## config.mk

```make
export PLATFORM = sky130hd
export DESIGN_NAME = adder_issue_arb
export DESIGN_NICKNAME = d
export VERILOG_FILES = /design/src/rtl/adder_issue_arb.sv
export SDC_FILE = /design/constraint.sdc
export NUM_CORES = 1
export LEC_CHECK = 0
export CAP_MARGIN = 20
export CORE_MARGIN = 2
export CORE_UTILIZATION = 47
export DETAILED_ROUTE_END_ITERATION = 10
export PLACE_DENSITY = 0.84
export RECOVER_POWER = 25
export SYNTH_ARGS = -nofsm -noshare
export SYNTH_HDL_FRONTEND = slang
export SYNTH_SLANG_ARGS = --single-unit
```

## constraint.sdc

```tcl
create_clock -name clk -period 2.7 [get_ports clk]
set_clock_uncertainty 0.2 [all_clocks]
set_input_delay 0.54 -clock clk [delete_from_list [all_inputs] [get_ports clk]]
set_output_delay 0.54 -clock clk [all_outputs]
set_load 0.1 [all_outputs]
```

## src/rtl/adder_issue_arb.sv

```systemverilog
// Two-requester round-robin issue stage for an external adder, with credit-based
// flow control and an in-order result buffer carrying requester id and tag.
`ifndef DATA_WIDTH
`define DATA_WIDTH 32
`endif
`ifndef CTRL_ADD
`define CTRL_ADD  2'd0
`endif
`ifndef CTRL_SUB
`define CTRL_SUB  2'd1
`endif
`ifndef CTRL_ADDI
`define CTRL_ADDI 2'd2
`endif

module adder_issue_arb #(
  parameter int DATA_WIDTH = `DATA_WIDTH,
  parameter int TAG_W      = 4,
  parameter int ADD_LAT    = 1,
  parameter int FIFO_DEPTH = 4
) (
  input  logic                  clk,
  input  logic                  reset,
  input  logic                  flush,
  input  logic [1:0]            req_valid,
  output logic [1:0]            req_ready,
  input  logic [1:0]            req0_add_type,
  input  logic [1:0]            req1_add_type,
  input  logic [DATA_WIDTH-1:0] req0_src1,
  input  logic [DATA_WIDTH-1:0] req0_src2,
  input  logic [DATA_WIDTH-1:0] req1_src1,
  input  logic [DATA_WIDTH-1:0] req1_src2,
  input  logic [20:0]           req0_imm,
  input  logic [20:0]           req1_imm,
  input  logic [TAG_W-1:0]      req0_tag,
  input  logic [TAG_W-1:0]      req1_tag,
  output logic                  uop_valid_out,
  output logic [1:0]            add_type_out,
  output logic [DATA_WIDTH-1:0] src1_out,
  output logic [DATA_WIDTH-1:0] src2_out,
  output logic [20:0]           imm_out,
  input  logic [DATA_WIDTH-1:0] add_value,
  output logic                  rsp_valid,
  input  logic                  rsp_ready,
  output logic                  rsp_id,
  output logic [TAG_W-1:0]      rsp_tag,
  output logic [DATA_WIDTH-1:0] rsp_data
);

  localparam int PTR_W = $clog2(FIFO_DEPTH);
  localparam int CNT_W = $clog2(FIFO_DEPTH + 1);
  localparam int USE_W = $clog2(FIFO_DEPTH + ADD_LAT + 2) + 1;
  localparam logic [CNT_W-1:0] DEPTH_C  = CNT_W'(FIFO_DEPTH);
  localparam logic [PTR_W-1:0] PTR_LAST = PTR_W'(FIFO_DEPTH - 1);

  logic                  r_last;
  logic                  r_uop_valid;
  logic [1:0]            r_add_type;
  logic [DATA_WIDTH-1:0] r_src1;
  logic [DATA_WIDTH-1:0] r_src2;
  logic [20:0]           r_imm;
  logic                  r_iss_id;
  logic [TAG_W-1:0]      r_iss_tag;

  logic                  r_trk_valid [ADD_LAT];
  logic                  r_trk_id    [ADD_LAT];
  logic [TAG_W-1:0]      r_trk_tag   [ADD_LAT];

  logic [DATA_WIDTH-1:0] r_mem_data [FIFO_DEPTH];
  logic                  r_mem_id   [FIFO_DEPTH];
  logic [TAG_W-1:0]      r_mem_tag  [FIFO_DEPTH];
  logic [PTR_W-1:0]      r_wr_ptr;
  logic [PTR_W-1:0]      r_rd_ptr;
  logic [CNT_W-1:0]      r_count;

  logic [USE_W-1:0]      w_used;
  logic                  w_can_grant;
  logic                  w_acc;
  logic                  w_sel;
  logic                  w_push;
  logic                  w_pop;
  logic                  w_chain_valid [ADD_LAT+1];
  logic                  w_chain_id    [ADD_LAT+1];
  logic [TAG_W-1:0]      w_chain_tag   [ADD_LAT+1];

  function automatic logic [PTR_W-1:0] f_inc(input logic [PTR_W-1:0] p);
    return (p == PTR_LAST) ? '0 : p + 1'b1;
  endfunction

  // Occupied credits: buffered results plus everything between issue and push.
  always_comb begin
    w_used = USE_W'(r_count) + USE_W'(r_uop_valid);
    for (int k = 0; k < ADD_LAT; k++) begin
      w_used = w_used + USE_W'(r_trk_valid[k]);
    end
  end

  assign w_can_grant  = reset & ~flush & (w_used < USE_W'(FIFO_DEPTH));
  assign req_ready[0] = w_can_grant & req_valid[0] & (~req_valid[1] | r_last);
  assign req_ready[1] = w_can_grant & req_valid[1] & (~req_valid[0] | ~r_last);
  assign w_acc        = |(req_valid & req_ready);
  assign w_sel        = req_ready[1];

  always_ff @(posedge clk or negedge reset) begin
    if (!reset) begin
      r_last      <= 1'b1;
      r_uop_valid <= 1'b0;
      r_add_type  <= '0;
      r_src1      <= '0;
      r_src2      <= '0;
      r_imm       <= '0;
      r_iss_id    <= 1'b0;
      r_iss_tag   <= '0;
    end else begin
      r_uop_valid <= w_acc;
      if (w_acc) begin
        r_last     <= w_sel;
        r_iss_id   <= w_sel;
        r_add_type <= w_sel ? req1_add_type : req0_add_type;
        r_src1     <= w_sel ? req1_src1 : req0_src1;
        r_src2     <= w_sel ? req1_src2 : req0_src2;
        r_imm      <= w_sel ? req1_imm : req0_imm;
        r_iss_tag  <= w_sel ? req1_tag : req0_tag;
      end
    end
  end

  assign uop_valid_out = r_uop_valid;
  assign add_type_out  = r_add_type;
  assign src1_out      = r_src1;
  assign src2_out      = r_src2;
  assign imm_out       = r_imm;

  // Chain index 0 is the issue register; stage gi follows chain entry gi.
  assign w_chain_valid[0] = r_uop_valid;
  assign w_chain_id[0]    = r_iss_id;
  assign w_chain_tag[0]   = r_iss_tag;

  generate
    for (genvar gi = 0; gi < ADD_LAT; gi++) begin : g_trk
      assign w_chain_valid[gi+1] = r_trk_valid[gi];
      assign w_chain_id[gi+1]    = r_trk_id[gi];
      assign w_chain_tag[gi+1]   = r_trk_tag[gi];

      always_ff @(posedge clk or negedge reset) begin
        if (!reset) begin
          r_trk_valid[gi] <= 1'b0;
          r_trk_id[gi]    <= 1'b0;
          r_trk_tag[gi]   <= '0;
        end else begin
          r_trk_valid[gi] <= w_chain_valid[gi] & ~flush;
          r_trk_id[gi]    <= w_chain_id[gi];
          r_trk_tag[gi]   <= w_chain_tag[gi];
        end
      end
    end
  endgenerate

  assign w_push = w_chain_valid[ADD_LAT] & ~flush;
  assign w_pop  = (r_count != '0) & rsp_ready;

  always_ff @(posedge clk or negedge reset) begin
    if (!reset) begin
      r_wr_ptr <= '0;
      r_rd_ptr <= '0;
      r_count  <= '0;
      for (int k = 0; k < FIFO_DEPTH; k++) begin
        r_mem_data[k] <= '0;
        r_mem_id[k]   <= 1'b0;
        r_mem_tag[k]  <= '0;
      end
    end else if (flush) begin
      r_wr_ptr <= '0;
      r_rd_ptr <= '0;
      r_count  <= '0;
    end else begin
      if (w_push) begin
        r_mem_data[r_wr_ptr] <= add_value;
        r_mem_id[r_wr_ptr]   <= w_chain_id[ADD_LAT];
        r_mem_tag[r_wr_ptr]  <= w_chain_tag[ADD_LAT];
        r_wr_ptr             <= f_inc(r_wr_ptr);
      end
      if (w_pop) begin
        r_rd_ptr <= f_inc(r_rd_ptr);
      end
      case ({w_push, w_pop})
        2'b10:   r_count <= r_count + 1'b1;
        2'b01:   r_count <= r_count - 1'b1;
        default: r_count <= r_count;
      endcase
    end
  end

  assign rsp_valid = (r_count != '0);
  assign rsp_id    = r_mem_id[r_rd_ptr];
  assign rsp_tag   = r_mem_tag[r_rd_ptr];
  assign rsp_data  = r_mem_data[r_rd_ptr];

  a_no_overflow: assert property (@(posedge clk) disable iff (!reset)
    !(w_push && (r_count == DEPTH_C)));

endmodule

```

==> results.yml, run 1 <==
clock_network:
  path_clk_slew_ps: 60
  cts_max_level: 1
  cts_sinks: 255
  clockBufferDepth: 3
  cts-root-buf: "clkbuf_16"
  numCtsBuffers: 26
  clk_latency_ps: 520
  cts_tree: "built"
outcome:
  status: "completed"
floorplanning:
  start_util_pct: 47.6
  std_cell_rows: 56
  io_pins: 348
  die_h_um: 158
  die_area_sq_mm: 0.0249
  core_area_sq_mm: 0.0233
  die_w_um: 158
grt:
  antenna_found_initial: 5
  grt_max_degree: 137
  grt_pass1_vias: 8869
  gr-total-overflow: 0
  grt_pass1_wl_um: 47600
  grt_usage_pct: 24.8
detailed_routing:
  num_vias: 8408
  wl_per_cell_um: 20.8
  met1_length_um: 11700
  routed-wl-met2_um: 16300
  ant_nets: 0
  drtIter0Drc: 421
  wl_met3_um: 2250
  drcViolationCount: 0
  via_per_inst: 5.51
  drt_wl_total_um: 31700
  drtPass1Iterations: 5
  highest_layer: "met5"
cells_and_area:
  final_area_sq_mm: 0.0163
  nNetsFinal: 1415
  final_cells: 1527
  syn_to_final_growth_pct: 46.9
  layout-drive-gt1-share_pct: 34.1
synth:
  synth.top_cell.area_share_pct: 57.2
  synth_cell_type_count: 33
  synth_cells: 832
  synthArstFlopShare_pct: 100
  synth_largest_area_cell: "dfrtp_1"
  synthTopCellsByCount: "dfrtp_1, mux2_2, nor2_1, a21oi_1, a22oi_1"
  synth_flop_cell: "dfrtp_1"
  ys_seq_area_share_pct: 57.4
  yosysMostFrequentCell: "dfrtp_1"
  synth_area_leaders: "dfrtp_1, mux2_2, mux4_2"
  synth_edf_count: 0
  postSynthAreaPerCell_sq_um: 13.4
  syn-cell-area_sq_mm: 0.0111
  yosysWarningCount: 0
  syn-num-nets: 1059
  ys_seq_elements: 255
sta:
  rsz0062_at_grt: "yes"
  fin_ws_ps: 3.35
  min_period_over_period_pct: 99.9
  hold_viol_final: 0
  tns_ps: 0
  drv_slew: 0
  maxSlewHeadroom_pct: 19.5
  clock.fmax_ghz: 0.371
  setup_viol: 0
  whs_ps: 177
  period_needed_ps: 2700
  worst_pin_slew_ps: 1210
pwr:
  p_clk_share_pct: 15.8
  pwr_density_cell_mw_per_mm2: 1350
  vdd_drop_max_mv: 1.26
  switchingPower_mw: 11.2
  internal_power_mw: 10.9
  combPwrFrac_pct: 59.5
  swShare_pct: 50.7
  p_leak_nw: 7.31
  p_seq_share_pct: 24.7
critical_path:
  cp.required_ps: 1960
  start_kind: "register"
  slowest_delay_ps: 540
  crit_arrival_ps: 1960
  worstSetupEndpointType: "output port"
  path_class: "reg2out"
  worst-path-max-fanout: 5
  crit_slowest_cell: "mux4_2"
  crit_chain: "buf_8 -> clkbuf_16 -> mux4_2 -> buf_12"
run:
  cap_violations: 0
placed_design:
  dp.cells: 1468
  finalWeightedCongestion: 0.881
  dp_slack_ps: -58.5
  placed_cell_area_sq_mm: 0.0153
  hpwl_um: 21800
  numPortBuffers: 347
worst_hold_path:
  hp-class: "reg2reg"
==> final timing paths <==
kind | startpoint | endpoint | slack, ps | cells past startpoint
min reg2reg | r_iss_tag[2]$_DFFE_PN0P_ | r_trk_tag[2]$_DFF_PN0_ | 180 | 0
min in group asynchronous | reset | uop_valid_out$_DFF_PN0_ | 280 | 2
max | r_rd_ptr[0]$_DFFE_PN0P_ | rsp_data[9] | 3 | 4
max reg2reg | r_trk_valid$_DFF_PN0_ | src2_out[12]$_DFFE_PN0P_ | 240 | 6
min | r_iss_tag[2]$_DFFE_PN0P_ | r_trk_tag[2]$_DFF_PN0_ | 180 | 0
max in group asynchronous | reset | r_rd_ptr[1]$_DFFE_PN0P_ | 590 | 3
==> state kept, by name, indices dropped and copies added, names as in the netlist <==
signal and count:
src1_out 32, r_iss_id 1, r_last 1, r_mem_id 4
add_type_out 2, imm_out 21, uop_valid_out 1, r_iss_tag 4
r_mem_data 128, src2_out 32, r_trk_id 1, r_trk_tag 4
r_trk_valid 1, r_mem_tag 16, r_count 3, r_wr_ptr 2
r_rd_ptr 2
==> power groups by stage <==
stage / logic [mW] / clock network, mW / registers, mW
after detailed placement: 12.9 / 0 / 5.51
final: 13.1 / 3.49 / 5.46
after floorplan: 5.11 / 0 / 9.28
after global routing: 13.5 / 3.71 / 5.59
after global placement: 12.7 / 0 / 5.46
after CTS: 13.0 / 3.55 / 5.44
==> cell usage in the layout, fill, tap and decap left out, types with 2 or more instances in the layout <==
| cell type | Yosys | routed |
|---|---|---|
| a22oi_1 | 91 | 91 |
| nand2_1 | 4 | 4 |
| buf_4 | 16 | 107 |
| a21oi_4 | 0 | 2 |
| clkbuf_1 | 15 | 8 |
| inv_1 | 6 | 5 |
| buf_8 | 0 | 2 |
| buf_6 | 0 | 3 |
| dlygate4sd3_1 | 0 | 2 |
| clkbuf_8 | 0 | 5 |
| nand2_2 | 4 | 4 |
| mux2_2 | 148 | 148 |
| clkbuf_16 | 0 | 30 |
| clkinv_2 | 0 | 4 |
| dfrtp_1 | 254 | 251 |
| dfrtp_2 | 0 | 2 |
| mux4_2 | 37 | 37 |
| buf_12 | 0 | 53 |
| nor3_1 | 5 | 5 |
| clkdlybuf4s50_1 | 0 | 217 |
| a21oi_1 | 95 | 93 |
| o2111ai_4 | 0 | 2 |
| mux2i_1 | 3 | 3 |
| ha_1 | 6 | 5 |
| nor2_1 | 100 | 99 |
| diode_2 | 0 | 4 |
==> critical path, delay by kind of cell (launching register included) <==
kind | cells | cell delay (ps)
buffers and inverters | 3 | 510
flip-flops | 1 | 380
multiplexers | 1 | 540
==> stage by stage <==
stage | utilization (%) | total power, mW
final | 70.0 | 22.1
after global routing | 70.0 | 22.8
after CTS | 69.5 | 22.0
after detailed placement | 65.5 | 18.4
after global placement | 65.5 | 18.2
after floorplan | - | 14.4
==> area by class of cell <==
cell class	count	area, sq um
fill	1629	7010
inverter	6	22.5
clock inverter	5	50.0
timing repair buffer	390	4230
clock buffer	39	771
antenna	4	10.0
multi-input combinational	509	4450
tap	319	399
sequential	255	6390
==> per-layer routing <==
metal | up-vias | GRT usage [%]
li1 | 3781 | -
met1 | 4224 | 29.0
met2 | 314 | 42.9
met3 | 87 | 7.01
met4 | 2 | 10.7
met5 | - | 0
==> cell families after synthesis <==
logic type | share of synthesized area [%]
DFF | 57.4
muxes | 22.8
AOI/OAI and AO/OA | 11.3
buffers and inverters | 3.18
adders and majority gates | 0.856
and+or+nand+nor | 4.41
xor gates and xnor gates | 0.0788
==> repair_timing <==
item,CTS,global route
hold endpoints to repair,17,0
cloned,1,3
setup endpoints to repair,36,40
pin swaps,0,1
gates resized for setup,7,6
setup buffers,5,1
hold buffers,1,0
Power figures use the tool's default switching activity.
==> inputs of run 2 (changes only) <==
--- a/config.mk
+++ b/config.mk
@@ -10,7 +10,7 @@
 export CORE_UTILIZATION = 47
 export DETAILED_ROUTE_END_ITERATION = 10
 export PLACE_DENSITY = 0.84
-export RECOVER_POWER = 25
+export RECOVER_POWER = 50
 export SYNTH_ARGS = -nofsm -noshare
 export SYNTH_HDL_FRONTEND = slang
 export SYNTH_SLANG_ARGS = --single-unit
==> results.yml, run 2 (same netlist as run 1, synthesis figures left out) <==
outcome:
  status: "complete, but fails checks"
  violations: "max-capacitance violations, max-slew violations"
clock_network:
  cts_tree: "built"
  path_clk_slew_ps: 60
  cts_sinks: 255
  cts_max_level: 1
  clockBufferDepth: 3
  cts-root-buf: "clkbuf_16"
  clk_latency_ps: 520
  numCtsBuffers: 26
cells_and_area:
  layout-drive-gt1-share_pct: 34.1
  final_cell_mix: "dfrtp_1, clkdlybuf4s50_1, mux2_2, buf_4, nor2_1"
  final-seq-area_sq_mm: 0.00639
  nFillCells: 1630
  final_common_cell: "dfrtp_1"
  largest_register_ffs: 128
  regMostFlops: "r_mem_data"
  syn_to_final_growth_pct: 46.9
  nNetsFinal: 1415
  final_util_pct: 70.0
  multi_input_area_sq_mm: 0.00445
grt:
  grt_pass1_wl_um: 47600
  antenna_found_initial: 5
  grt_max_degree: 137
  gr-total-overflow: 0
  grt_pass1_vias: 8869
  grt_usage_pct: 24.8
floorplanning:
  io_pins: 348
  core_area_sq_mm: 0.0233
  die_h_um: 158
  die_w_um: 158
  start_util_pct: 47.6
  die_area_sq_mm: 0.0249
  std_cell_rows: 56
placed_design:
  finalWeightedCongestion: 0.881
  dp_slack_ps: -58.5
  hpwl_um: 21800
  numPortBuffers: 347
critical_path:
  path_class: "reg2out"
  cp.required_ps: 1960
  r2r_end: "src2_out[12]$_DFFE_PN0P_"
  worst-path-max-fanout: 5
  slowest_delay_ps: 540
  start_kind: "register"
  critPathBufInv: 3
  crit_chain: "buf_8 -> clkbuf_16 -> mux4_2 -> buf_12"
  cpLargestDelayFamily: "multiplexers"
  worstReg2RegStart: "r_trk_valid$_DFF_PN0_"
  rr_worst_depth: 6
  cp-startpoint: "r_rd_ptr[0]$_DFFE_PN0P_"
  worstSetupEndpointType: "output port"
  crit_end: "rsp_data[9]"
  crit_arrival_ps: 1960
  cp.depth: 4
  crit_slowest_cell: "mux4_2"
  rrSetupSlack_ps: 250
detailed_routing:
  ant_nets: 0
  drcViolationCount: 0
  via_per_inst: 5.50
  drt_wl_total_um: 31700
  wl_per_cell_um: 20.8
  num_vias: 8396
  drtPass1Iterations: 4
  drtIter0Drc: 416
worst_hold_path:
  hp-class: "reg2reg"
sta:
  fin_ws_ps: 3.50
  whs_ps: 177
  hold_viol_final: 0
  period_needed_ps: 2700
  maxSlewHeadroom_pct: -0.525
  rsz0062_at_grt: "yes"
  drv_slew: 70
  worst_pin_slew_ps: 1510
  setup_viol: 0
  min_period_over_period_pct: 99.9
  clock.fmax_ghz: 0.371
  tns_ps: 0
pwr:
  p_leak_nw: 7.31
  vdd_drop_max_mv: 1.26
  pwr_density_cell_mw_per_mm2: 1350
  total_power_mw: 22.1
run:
  cap_violations: 1
run 2: cell types whose count changed in the layout (fill, tap and decap cells not counted):
cell | before | now
buf_2 | 0 | 1
buf_4 | 107 | 106
run 2: metal layers:
layer	share of wire [%]	wire, um	global-route usage, %	vias up
met5	0.032	10	0	-
met4	4.7	1480	10.7	2
met3	7.3	2310	7.01	84
met2	51	16300	42.9	317
met1	37	11600	29.0	4212
li1	-	-	-	3781
run 2: per-stage QoR:
| step | std cells | cell area, sq um |
|---|---|---|
| floorplan | 832 | 11100 |
| global placement | 1468 | 15300 |
| detailed placement | 1468 | 15300 |
| CTS | 1519 | 16200 |
| global route | 1526 | 16300 |
| finish | 1527 | 16300 |
run 2: what timing repair did:
item                                   4_1_cts  5_1_grt
gates resized for setup                      7        6
gates cloned                                 1        3
hold buffers                                 1        0
setup endpoints to repair                   36       40
pin swaps                                    0        1
endpoints found under the hold margin       17        0
setup buffers                                5        1
run 2: worst reg2reg max path, cell delays in order (launching register included):
cell and delay, ps:
dfrtp_1 410, ha_4 300, a21oi_4 70, o2111ai_4 210
buf_6 560, a22oi_1 330, a21oi_1 270
run 2: layout make-up:
class / count / area share [%]
clock buffer: 39 / 4.72
tap: 319 / 2.45
antenna: 4 / 0.0613
timing repair buffer: 390 / 25.9
clock inverter: 5 / 0.307
sequential: 255 / 39.1
inverter: 6 / 0.138
multi-input combinational: 509 / 27.3
run 2: power by group:
group	switching [mW]	leakage [nW]	internal [mW]	total [mW]
logic	9.12	3.76	4.02	13.1
registers	0.651	3.15	4.81	5.46
clock network	1.44	0.407	2.05	3.49
run 2: how the worst min path moves through the flow:
stage | startpoint | endpoint | cells after the start
after floorplan | reset | add_type_out[0]$_DFFE_PN0P_ | 0
after global placement | reset | src1_out[27]$_DFFE_PN0P_ | 1
after detailed placement | reset | uop_valid_out$_DFF_PN0_ | 1
after CTS | r_iss_tag[2]$_DFFE_PN0P_ | r_trk_tag[2]$_DFF_PN0_ | 0
after global routing | r_iss_tag[2]$_DFFE_PN0P_ | r_trk_tag[2]$_DFF_PN0_ | 0
final | r_iss_tag[2]$_DFFE_PN0P_ | r_trk_tag[2]$_DFF_PN0_ | 0
==> inputs of run 3 (changes only) <==
--- a/config.mk
+++ b/config.mk
@@ -11,6 +11,7 @@
 export DETAILED_ROUTE_END_ITERATION = 10
 export PLACE_DENSITY = 0.84
 export RECOVER_POWER = 50
+export SKIP_CTS_REPAIR_TIMING = 1
 export SYNTH_ARGS = -nofsm -noshare
 export SYNTH_HDL_FRONTEND = slang
 export SYNTH_SLANG_ARGS = --single-unit
==> results.yml, run 3 (same netlist as run 1, synthesis figures left out) <==
outcome:
  status: "completed"
critical_path:
  cp-startpoint: "r_rd_ptr[0]$_DFFE_PN0P_"
  path_class: "reg2out"
  start_kind: "register"
  worstReg2RegStart: "r_trk_valid$_DFF_PN0_"
  cp.required_ps: 1960
  worstSetupEndpointType: "output port"
  worst-path-max-fanout: 10
  crit_arrival_ps: 1950
clock_network:
  path_clk_slew_ps: 60
  cts_tree: "built"
  numCtsBuffers: 26
  cts-root-buf: "clkbuf_16"
  clockBufferDepth: 3
  cts_sinks: 255
  clk_latency_ps: 520
  cts_max_level: 1
pwr:
  swShare_pct: 50.7
  internal_power_mw: 10.9
  p_leak_nw: 7.34
  switchingPower_mw: 11.2
  combPwrFrac_pct: 59.6
  p_clk_share_pct: 15.8
  pwr_density_cell_mw_per_mm2: 1350
  vdd_drop_max_mv: 1.26
  p_seq_share_pct: 24.7
grt:
  gr-total-overflow: 0
  grt_pass1_vias: 8826
  antenna_found_initial: 6
  grt_pass1_wl_um: 47100
  grt_max_degree: 137
  grt_usage_pct: 24.5
detailed_routing:
  drtIter0Drc: 482
  via_per_inst: 5.49
  ant_nets: 0
  drcViolationCount: 0
  drtPass1Iterations: 6
  drt_wl_total_um: 31700
  num_vias: 8414
  wl_per_cell_um: 20.7
worst_hold_path:
  min_from: "r_iss_tag[2]$_DFFE_PN0P_"
  hp-class: "reg2reg"
cells_and_area:
  final_cell_mix: "dfrtp_1, clkdlybuf4s50_1, mux2_2, buf_4, nor2_1"
  final-seq-area_sq_mm: 0.00639
  final_common_cell: "dfrtp_1"
  regMostFlops: "r_mem_data"
  largest_register_ffs: 128
  layout-drive-gt1-share_pct: 34.4
  nNetsFinal: 1419
  syn_to_final_growth_pct: 47.3
  nFillCells: 1630
  multi_input_area_sq_mm: 0.00445
floorplanning:
  die_area_sq_mm: 0.0249
  core_area_sq_mm: 0.0233
  die_h_um: 158
  start_util_pct: 47.6
  die_w_um: 158
  io_pins: 348
  std_cell_rows: 56
sta:
  rsz0062_at_grt: "yes"
  drv_slew: 0
  tns_ps: 0
  period_needed_ps: 2690
  hold_viol_final: 0
  fin_ws_ps: 11.5
  worst_pin_slew_ps: 1250
  setup_viol: 0
  min_period_over_period_pct: 99.6
  clock.fmax_ghz: 0.372
  maxSlewHeadroom_pct: 16.8
run:
  cap_violations: 0
placed_design:
  numPortBuffers: 347
  dp_slack_ps: -58.5
  finalWeightedCongestion: 0.881
  hpwl_um: 21800
[run 3: layer usage]
layer,GRT usage (%),part of all wire [%],up-vias,wire length (um)
met4,10.6,4.5,2,1440
met2,42.2,51,318,16300
li1,-,-,3781,-
met5,0,0.032,-,10
met1,28.3,37,4233,11600
met3,7.66,7.6,80,2400
[run 3: layout make-up]
class | count | share of cell area (%)
Clock inverter | 5 | 0.306
Inverter | 6 | 0.138
Multi-Input combinational cell | 509 | 27.2
Clock buffer | 39 | 4.71
Antenna cell | 5 | 0.0765
Tap cell | 319 | 2.44
Sequential cell | 255 | 39.0
Timing Repair Buffer | 394 | 26.1
[run 3: path summary, 6_finish.rpt]
| path | to | slack [ps] | depth (start not counted) |
|---|---|---|---|
| worst min register to register | r_trk_tag[2]$_DFF_PN0_ | 180 | 0 |
| max in group asynchronous | r_mem_data[2]$_DFFE_PN0P_ | 590 | 3 |
| min in group asynchronous | src1_out[27]$_DFFE_PN0P_ | 300 | 2 |
| worst max register to register | src2_out[12]$_DFFE_PN0P_ | 230 | 6 |
| worst min-delay path | r_trk_tag[2]$_DFF_PN0_ | 180 | 0 |
| worst max-delay path | rsp_data[14] | 10 | 4 |
[run 3: stage by stage]
stage / hold WS [ps] / utilization, % / area (sq um) / cells / total power [mW]
final: 178 / 70.1 / 16400 / 1532 / 22.1
after global routing: 194 / 70.1 / 16400 / 1531 / 22.8
after CTS: -415 / 69.1 / 16100 / 1512 / 21.9
after detailed placement: 138 / 65.5 / 15300 / 1468 / 18.4
after global placement: 137 / 65.5 / 15300 / 1468 / 18.2
after floorplan: 44.4 / - / 11100 / 832 / 14.4
[run 3: power groups by stage]
stage | Combinational (mW) | Clock (mW) | Sequential [mW]
2_1_floorplan | 5.11 | 0 | 9.28
3_3_place_gp | 12.7 | 0 | 5.46
3_5_place_dp | 12.9 | 0 | 5.51
4_1_cts | 12.9 | 3.55 | 5.47
5_1_grt | 13.5 | 3.71 | 5.57
6_report | 13.2 | 3.49 | 5.45
[run 3: worst max-delay path: stages (launching register included)]
cell and delay (ps):
dfrtp_2 370, buf_12 160, clkbuf_16 170, mux4_2 540, buf_12 190
